`config.mk`:
```
export PLATFORM = sky130hd
export DESIGN_NAME = load_store_unit
export DESIGN_NICKNAME = d
export VERILOG_FILES = /design/src/rtl/load_store_unit.sv
export SDC_FILE = /design/constraint.sdc
export NUM_CORES = 1
export LEC_CHECK = 0
export ABC_AREA = 1
export CAP_MARGIN = 25
export CORE_MARGIN = 3
export CORE_UTILIZATION = 49
export CTS_BUF_LIST = sky130_fd_sc_hd__clkbuf_8
export DETAILED_ROUTE_END_ITERATION = 6
export PLACE_DENSITY = 0.92
export SLEW_MARGIN = 5
export SYNTH_ARGS = -nofsm -noshare
export SYNTH_HDL_FRONTEND = slang
export SYNTH_SLANG_ARGS = --single-unit
```
`constraint.sdc`:
```
create_clock -name clock_in -period 3.1 [get_ports clock_in]
set_input_delay 0.62 -clock clock_in [delete_from_list [all_inputs] [get_ports clock_in]]
set_output_delay 0.62 -clock clock_in [all_outputs]
set_load 0.005 [all_outputs]
```
`src/rtl/load_store_unit.sv`:
```
// Execution-stage load/store unit: computes the effective address, runs a
// request/valid handshake with data memory and returns an aligned, extended load result.
module load_store_unit #(
  parameter int unsigned ADDR_WIDTH     = 32,
  parameter int unsigned DATA_WIDTH     = 32,
  parameter int unsigned TIMEOUT_CYCLES = 16
) (
  input  logic                  clock_in,
  input  logic                  reset_in,
  input  logic                  enable_in,
  input  logic [3:0]            uop_in,
  input  logic [ADDR_WIDTH-1:0] base_in,
  input  logic [ADDR_WIDTH-1:0] offset_in,
  input  logic [DATA_WIDTH-1:0] store_data_in,
  input  logic [4:0]            rd_addr_in,
  output logic                  busy_out,
  output logic [ADDR_WIDTH-1:0] mem_addr_out,
  output logic [DATA_WIDTH-1:0] mem_wdata_out,
  output logic [3:0]            mem_wstrb_out,
  output logic                  mem_read_out,
  output logic                  mem_write_out,
  input  logic                  mem_valid_in,
  input  logic [DATA_WIDTH-1:0] mem_rdata_in,
  output logic                  res_valid_out,
  output logic [DATA_WIDTH-1:0] res_data_out,
  output logic [4:0]            rd_addr_out,
  output logic                  rd_we_out,
  output logic                  exc_misaligned_out,
  output logic                  exc_illegal_out,
  output logic                  exc_bus_err_out
);

  localparam int unsigned CNT_W = $clog2(TIMEOUT_CYCLES) + 1;

  typedef enum logic [1:0] {IDLE, REQ, DONE} state_t;

  state_t                  state_q;
  logic [CNT_W-1:0]        cnt_q;
  logic [3:0]              uop_q;
  logic [1:0]              off_q;
  logic [4:0]              rd_q;
  logic                    busy_q;
  logic [ADDR_WIDTH-1:0]   mem_addr_q;
  logic [DATA_WIDTH-1:0]   mem_wdata_q;
  logic [3:0]              mem_wstrb_q;
  logic                    mem_read_q;
  logic                    mem_write_q;
  logic                    res_valid_q;
  logic [DATA_WIDTH-1:0]   res_data_q;
  logic [4:0]              rd_addr_q;
  logic                    rd_we_q;
  logic                    exc_mis_q;
  logic                    exc_ill_q;
  logic                    exc_bus_q;

  logic [ADDR_WIDTH-1:0]   addr_d;
  logic                    illegal_d;
  logic                    misaligned_d;
  logic [DATA_WIDTH-1:0]   wdata_d;
  logic [3:0]              wstrb_d;
  logic [DATA_WIDTH-1:0]   rshift;
  logic [7:0]              rbyte;
  logic [15:0]             rhalf;
  logic [DATA_WIDTH-1:0]   load_d;

  always_comb begin
    addr_d       = base_in + offset_in;
    illegal_d    = (uop_in[1:0] == 2'b11);
    misaligned_d = ((uop_in[1:0] == 2'b01) && addr_d[0]) ||
                   ((uop_in[1:0] == 2'b10) && (addr_d[1:0] != 2'b00));
    wdata_d      = store_data_in;
    wstrb_d      = '0;
    case (uop_in[1:0])
      2'b00: begin
        wdata_d = {4{store_data_in[7:0]}};
        wstrb_d = 4'b0001 << addr_d[1:0];
      end
      2'b01: begin
        wdata_d = {2{store_data_in[15:0]}};
        wstrb_d = 4'b0011 << addr_d[1:0];
      end
      default: wstrb_d = '1;
    endcase
  end

  always_comb begin
    rshift = mem_rdata_in >> {off_q, 3'b000};
    rbyte  = rshift[7:0];
    rhalf  = off_q[1] ? mem_rdata_in[31:16] : mem_rdata_in[15:0];
    case (uop_q[1:0])
      2'b00:   load_d = uop_q[2] ? {24'd0, rbyte} : {{24{rbyte[7]}}, rbyte};
      2'b01:   load_d = uop_q[2] ? {16'd0, rhalf} : {{16{rhalf[15]}}, rhalf};
      default: load_d = mem_rdata_in;
    endcase
  end

  always_ff @(posedge clock_in) begin
    if (reset_in) begin
      state_q     <= IDLE;
      cnt_q       <= '0;
      uop_q       <= '0;
      off_q       <= '0;
      rd_q        <= '0;
      busy_q      <= 1'b0;
      mem_addr_q  <= '0;
      mem_wdata_q <= '0;
      mem_wstrb_q <= '0;
      mem_read_q  <= 1'b0;
      mem_write_q <= 1'b0;
      res_valid_q <= 1'b0;
      res_data_q  <= '0;
      rd_addr_q   <= '0;
      rd_we_q     <= 1'b0;
      exc_mis_q   <= 1'b0;
      exc_ill_q   <= 1'b0;
      exc_bus_q   <= 1'b0;
    end else begin
      case (state_q)
        IDLE: begin
          if (enable_in) begin
            uop_q  <= uop_in;
            off_q  <= addr_d[1:0];
            rd_q   <= rd_addr_in;
            busy_q <= 1'b1;
            cnt_q  <= '0;
            if (illegal_d || misaligned_d) begin
              // Faulting ops complete directly without touching memory.
              state_q     <= DONE;
              res_valid_q <= 1'b1;
              res_data_q  <= '0;
              rd_we_q     <= 1'b0;
              rd_addr_q   <= rd_addr_in;
              exc_ill_q   <= illegal_d;
              exc_mis_q   <= misaligned_d && !illegal_d;
            end else begin
              state_q     <= REQ;
              mem_addr_q  <= {addr_d[ADDR_WIDTH-1:2], 2'b00};
              mem_wdata_q <= wdata_d;
              mem_wstrb_q <= uop_in[3] ? wstrb_d : 4'b0000;
              mem_read_q  <= !uop_in[3];
              mem_write_q <= uop_in[3];
            end
          end
        end
        REQ: begin
          if (mem_valid_in || (cnt_q == CNT_W'(TIMEOUT_CYCLES - 1))) begin
            // A valid response arriving on the final cycle still beats the timeout.
            state_q     <= DONE;
            mem_read_q  <= 1'b0;
            mem_write_q <= 1'b0;
            mem_wstrb_q <= '0;
            res_valid_q <= 1'b1;
            rd_addr_q   <= rd_q;
            exc_bus_q   <= !mem_valid_in;
            rd_we_q     <= mem_valid_in && !uop_q[3];
            res_data_q  <= (mem_valid_in && !uop_q[3]) ? load_d : '0;
          end else begin
            cnt_q <= cnt_q + CNT_W'(1);
          end
        end
        DONE: begin
          state_q     <= IDLE;
          busy_q      <= 1'b0;
          res_valid_q <= 1'b0;
          rd_we_q     <= 1'b0;
          exc_mis_q   <= 1'b0;
          exc_ill_q   <= 1'b0;
          exc_bus_q   <= 1'b0;
        end
        default: state_q <= IDLE;
      endcase
    end
  end

  assign busy_out           = busy_q;
  assign mem_addr_out       = mem_addr_q;
  assign mem_wdata_out      = mem_wdata_q;
  assign mem_wstrb_out      = mem_wstrb_q;
  assign mem_read_out       = mem_read_q;
  assign mem_write_out      = mem_write_q;
  assign res_valid_out      = res_valid_q;
  assign res_data_out       = res_data_q;
  assign rd_addr_out        = rd_addr_q;
  assign rd_we_out          = rd_we_q;
  assign exc_misaligned_out = exc_mis_q;
  assign exc_illegal_out    = exc_ill_q;
  assign exc_bus_err_out    = exc_bus_q;

endmodule

```
* After elaboration in Yosys (flattened, before gate mapping)
Cells that the tools add are included.
Operators by class: bitwise gates (word level) 1, multiplexer cells 52, $add $sub $neg 2, equal/unequal tests 12, shift operators 3, reduce and logical (&&, ||, !) cells 29
Operator list (number):
- 32-bit 2-to-1 mux | 6
- 32-bit case mux with 2 select lines | 3
- 32-bit adder | 1
- 32-bit by 5-bit right shift with 8-bit output | 1
- 5-bit 2-to-1 mux | 5
- 5-bit case mux with 2 select lines | 2
- 1-bit 2-to-1 mux | 17
- 16-bit 2-to-1 mux | 1
- 4-bit 2-to-1 mux | 4
- 4-bit case mux with 2 select lines | 2
- 1-bit case mux with 2 select lines | 6
- 4-bit AND reduction | 3
- 2-bit inequality test, second input constant | 5
- 3-bit AND reduction | 3
- 2-bit AND reduction | 4
- 2-bit nonzero test | 4
- 2-bit by 1-bit equality test with 1-bit output, second input constant | 3
- 2-bit equality test, second input constant | 3
- 2-bit zero test | 3
- 2-bit 2-to-1 mux | 3
- 1-bit case mux with 3 select lines | 2
- 5-bit by 1-bit adder with 5-bit output, second input constant | 1
- 5-bit by 4-bit equality test with 1-bit output, second input constant | 1
- 1-bit logical AND | 4
- other kinds (7) | 12
Storage, ports and cells: bits in registers 129, logic and storage cells 117, output and inout port bits 113, input port bits 141

* Depth between registers and ports, before layout
word-level depth 8, depth in mapped cells 15, mapped depth without buffers 14

* Worst setup path before layout
OpenSTA, ideal clock, no wires.
kind input -> register, start input port base_in[0], end register res_data_q[13], in the netlist res_data_out[13], setup time 132 ps, cell stages on the path 14, path buffers 1, data arrival time 2394 ps, required time 2968 ps, path slack 574 ps, cell sequence ha_1 fa_1 inv_1 nand2_1 nand2_1 and2_1 nand3_2 nand2_2 inv_2 nand2_4 clkinv_2 buf_6 nand2_1 a21oi_1
Between the ends: cells in the longest elaborated chain, start to end 7, elaborated cells on any way between the ends 8, classes of those cells 1 x add/sub; 1 x eq/ne; 6 x reduce/logical
Ends and longest elaborated chain:
- from (decl) | line 12 | input logic [ADDR_WIDTH-1:0] base_in,
- 32-bit adder | line 67 | addr_d = base_in + offset_in;
- named net addr_d[1] | line 56 | logic [ADDR_WIDTH-1:0] addr_d;
- 2-bit nonzero test | line 70 | ((uop_in[1:0] == 2'b10) && (addr_d[1:0] != 2'b00));
- 1-bit logical AND | line 70
- 1-bit logical OR | line 69 | misaligned_d = ((uop_in[1:0] == 2'b01) && addr_d[0]) ||
- 1-bit logical OR | line 126 | if (illegal_d || misaligned_d) begin
- 2-bit inequality test (no source line)
- 4-bit AND reduction (no source line)
- to (signal assigned) | line 156 | res_data_q <= (mem_valid_in && !uop_q[3]) ? load_d : '0;
- to (decl) | line 49 | logic [DATA_WIDTH-1:0] res_data_q;
The timed path passes the listed nets, and every way through them passes these cells. A chain may end at the register's enable or synchronous reset.

* Worst setup path after layout
start input port base_in[0], end register mem_wdata_q[23], in the netlist mem_wdata_out[23]
Between the ends: cells in the longest elaborated chain, start to end 7, elaborated cells on any way between the ends 8, classes of those cells 1 x add/sub; 1 x bitwise; 6 x reduce/logical
Ends and longest elaborated chain:
- 32-bit adder | line 67
- named net addr_d[1] | line 56
- 2-bit nonzero test | line 70
- 1-bit logical AND | line 70
- 1-bit logical OR | line 69
- 1-bit logical OR | line 126
- 1-bit NOT (no source line)
- 3-bit AND reduction (no source line)
- to (signal assigned) | line 138 | mem_wdata_q <= wdata_d;
- to (decl) | line 44 | logic [DATA_WIDTH-1:0] mem_wdata_q;
The timed path passes the listed nets, and every way through them passes these cells.

==> qor_table.md <==
| Item | This run | Unit |
|:---|:---|:---|
| Outcome | complete, but fails checks | - |
| Failing checks | DRC | - |
| Unique masters post-synth | 42 | - |
| Most common cell in the synthesized netlist | nand2_1 | - |
| Worst path arrival time | 3.13 | ns |
| Terminating pin of the worst hold path | mem_write_out | - |
| Number of DRC markers in iteration 0 | 822 | - |
| Power density over the cells | 451 | nW/um^2 |
| Post-CTS setup-driven buffer insertion count | 0 | - |
| Number of port buffers | 251 | - |
| Per-instance average area after synthesis | 6.21 | sq um |
| Count of mapped cells out of synthesis | 1305 | - |
| Ports | 254 | - |
| Hold-fix buffers, CTS | 0 | - |
| Hold Worst Slack | 0.470 | ns |
| Layout Area Growth over Synthesis | 38.2 | % |
| Static Leakage | 5.25 | nW |
| Internal power contribution | 3.40 | mW |
| Worst endpoint required time | 3.44 | ns |
| CORE AREA | 16100 | sq um |
| Crit start category | input port | - |
| Number of maximum-capacitance violations | 0 | - |
| Shortest period the worst path allows | 2.79 | ns |
| Worst rel slew slack | 37.2 | % |
| Critical R2R Capture | res_data_out[19] | - |
| Die width | 135 | um |
| Total Die Area | 18100 | sq um |
| Sequential element share of the synthesized area | 31.9 | % |
| Top flip-flop cell by instance count after synthesis | dfxtp_1 | - |
| Part of the cycle the worst path needs | 90.0 | % |
| Startpoint of the most critical hold path | mem_write_out | - |
| Clock buffers created by TritonCTS | 17 | - |
| Hold Crit Depth | 2 | - |
| CTS H-tree depth | 4 | - |
| Yosys warnings | 0 | - |
| Die height | 135 | um |
| Number of sinks on the clock net | 129 | - |
| Switching pwr | 1.65 | mW |
| Remaining number of nets flagged by the antenna check after routing | 0 | - |
| Antenna Diode Count | 0 | - |
| Number of nets in the layout | 1721 | - |
| Maximum fanout along the worst path | 64 | - |
| Number of slew-limit violations in the final report | 0 | - |
| Switching part of the total power | 32.6 | % |
| Met3 routing resource usage after global routing | 4.99 | % |
| Worst reg-to-reg setup slack | 0.85 | ns |
| Post-synth EDFFs | 0 | - |
| Post-Route Skew | 0.0122 | ns |
| Effective utilization at floorplan | 50.5 | % |
| Sum of net half-perimeters after detailed placement | 19.4 | mm |
| Global-route congestion overflow total | 0 | - |
| Seq cells post-synth | 129 | - |
| Number of iterations in the first detailed-routing pass | 7 | - |
| Routed length per instance | 14.3 | um |
| Clock-pin transition on the worst setup and hold timing paths | 0.08 | ns |
| Top cells by area, synth | dfxtp_1, nand2_1, inv_1 | - |
| Fraction of registers with async set or reset after synthesis | 0 | % |
| Vias | 9050 | - |
| Number of resized instances in the post-cts repair step | 0 | - |
| Share of power burned in registers | 37.7 | % |
| R2R cell count | 13 | - |
| Combinational Power Share | 32.5 | % |
| Max Buffers Root-to-Sink | 2 | - |
| Sum of routed wire length over all layers | 25.3 | mm |
| Design Power | 5.05 | mW |
| Via density per instance | 5.11 | - |
| Number of failing hold endpoints at the final stage | 0 | - |
| Residual DRC count | 3 | - |
| Met1 Usage GRT | 34.3 | % |
| RD Place Congestion | 0.893 | - |
| Start-to-end type of the worst setup path | input port to flop | - |
| Slew at the pin closest to its max-slew limit | 0.941 | ns |
| Initial antenna violation count | 0 | - |
| Unrepaired setup endpoints after global routing | no | - |
| Overall Global Routing Usage | 27.3 | % |
| Fraction of power consumed by the clock network | 29.9 | % |
| Path type of the worst min-delay path | flop to flop | - |
| List of most frequent post-synthesis cells | nand2_1, inv_1, nor2_1, dfxtp_1, a21oi_1 | - |
| TritonCTS clock tree | yes | - |
| Maximum operating frequency | 358 | MHz |
| Cell type contributing the most total cell area after synthesis | dfxtp_1 | - |
| Number of global-route vias before repair | 8380 | - |
| Layout cell share with drive strength beyond 1 | 5.40 | % |
| GR Layer Usage met2 | 47.3 | % |
| Area share of the largest cell type after synthesis | 31.9 | % |
| Category of the worst setup path capture point | flop | - |
| Endpoints failing setup | 0 | - |
| Pin count of the biggest net entering global routing | 65 | - |
| Most used routing layer | met2 | - |
| Standard-cell row count | 46 | - |
| Clock Tree Root | clkbuf_8 | - |
| Worst voltage drop across the vdd grid | 0.000278 | V |
| Mapped Area | 8110 | sq um |
| Clock latency on the worst-skew pair | 0.42 | ns |
| First-pass GRT wire length | 40.5 | mm |
| Startpoint of the worst register-to-register path | state_q[1] | - |
[routing by layer]
| layer | vias up | share of wire [%] |
|---|---|---|
| met2 | 358 | 50 |
| met1 | 4033 | 41 |
| met5 | - | 0 |
| met4 | 0 | 2.3 |
| li1 | 4606 | - |
| met3 | 53 | 6.7 |
[power groups by stage]
stage | clock [mW] | sequential (mW) | combinational [mW]
after floorplan | 0 | 1.93 | 0.918
after CTS | 1.52 | 1.90 | 1.63
after detailed placement | 0 | 1.94 | 1.62
final | 1.51 | 1.90 | 1.64
after global placement | 0 | 1.93 | 1.59
after global routing | 1.60 | 1.92 | 1.81
[sequential cells by signal, indices dropped and copies added, names as in the netlist]
signal and count:
mem_wdata_out 32, res_data_out 32, mem_addr_out 30, cnt_q 5, rd_addr_out 5, rd_q 5
mem_wstrb_out 4, uop_q 4, off_q 2, state_q 2, busy_out 1, exc_bus_err_out 1
exc_illegal_out 1, exc_misaligned_out 1, mem_read_out 1, mem_write_out 1, rd_we_out 1, res_valid_out 1
[worst max-delay path by stage]
stage | startpoint | end | slack, ns | depth (start not counted)
floorplan | base_in[0] | res_data_out[13] | 0.57 | 14
global placement | offset_in[0] | mem_addr_out[28] | 0.005 | 13
detailed placement | base_in[0] | mem_wdata_out[27] | -0.07 | 12
finish | base_in[0] | mem_wdata_out[23] | 0.31 | 12
global route | base_in[0] | mem_wdata_out[23] | 0.23 | 12
CTS | base_in[0] | mem_wdata_out[23] | 0.34 | 12
[cell type report]
class	instances	area, sq um
fillers	1319	4850
well taps	216	270
flip-flops and latches	129	2580
inverters	180	677
multi-input cells	947	4590
clock buffers	20	275
repair buffers	268	2670
clock inverters	11	138
[cell families (layout without fill, tap and decap cells)]
family	count (synthesis)	in the layout	synth area share, %
buffers and inverters	230	479	11.6
AOI/OAI and AO/OA	247	247	17.2
adders and majority gates	37	37	5.80
and+or+nand+nor	646	646	31.9
other	1	2	0.0463
xor gates and xnor gates	15	15	1.62
DFF	129	129	31.9
[placed cells by master, fill, tap and decap left out, drive strengths merged]
cell type	instances
nor2	165
clkinvlp	1
and2	2
a22oi	1
a211oi	1
clkinv	7
fa	1
nand4	5
o221ai	8
bufinv	3
dfxtp	129
clkdlybuf4s50	250
o21bai	4
ha	36
buf	18
clkbuf	20
o21ai	87
nand3	60
nor3	5
nand3b	1
xor2	7
a21boi	1
a21o	3
xnor2	8
a21oi	117
nand2	408
inv	180
a31oi	14
conb	2
o21a	2
o211ai	9
[critical path, stage by stage]
cell	delay, ns
clkdlybuf4s50_1	0.41
ha_1	0.23
fa_1	0.51
inv_1	0.10
nand2_1	0.07
nand2_1	0.06
and2_1	0.15
nand3_2	0.13
nor2_4	0.20
buf_12	0.26
o21ai_1	0.13
a31oi_1	0.23
[metrics by stage]
step | cell area (sq um) | setup TNS, ns | cells | utilization (%) | setup slack, ns
2_1_floorplan | 8110 | 0 | 1306 | - | 0.574
3_3_place_gp | 10800 | 0 | 1740 | 67.2 | 0.00499
3_5_place_dp | 10800 | -0.822 | 1740 | 67.2 | -0.0696
4_1_cts | 11200 | 0 | 1771 | 69.8 | 0.342
5_1_grt | 11200 | 0 | 1771 | 69.8 | 0.235
6_report | 11200 | 0 | 1771 | 69.8 | 0.309
Power figures use the tool's default switching activity.
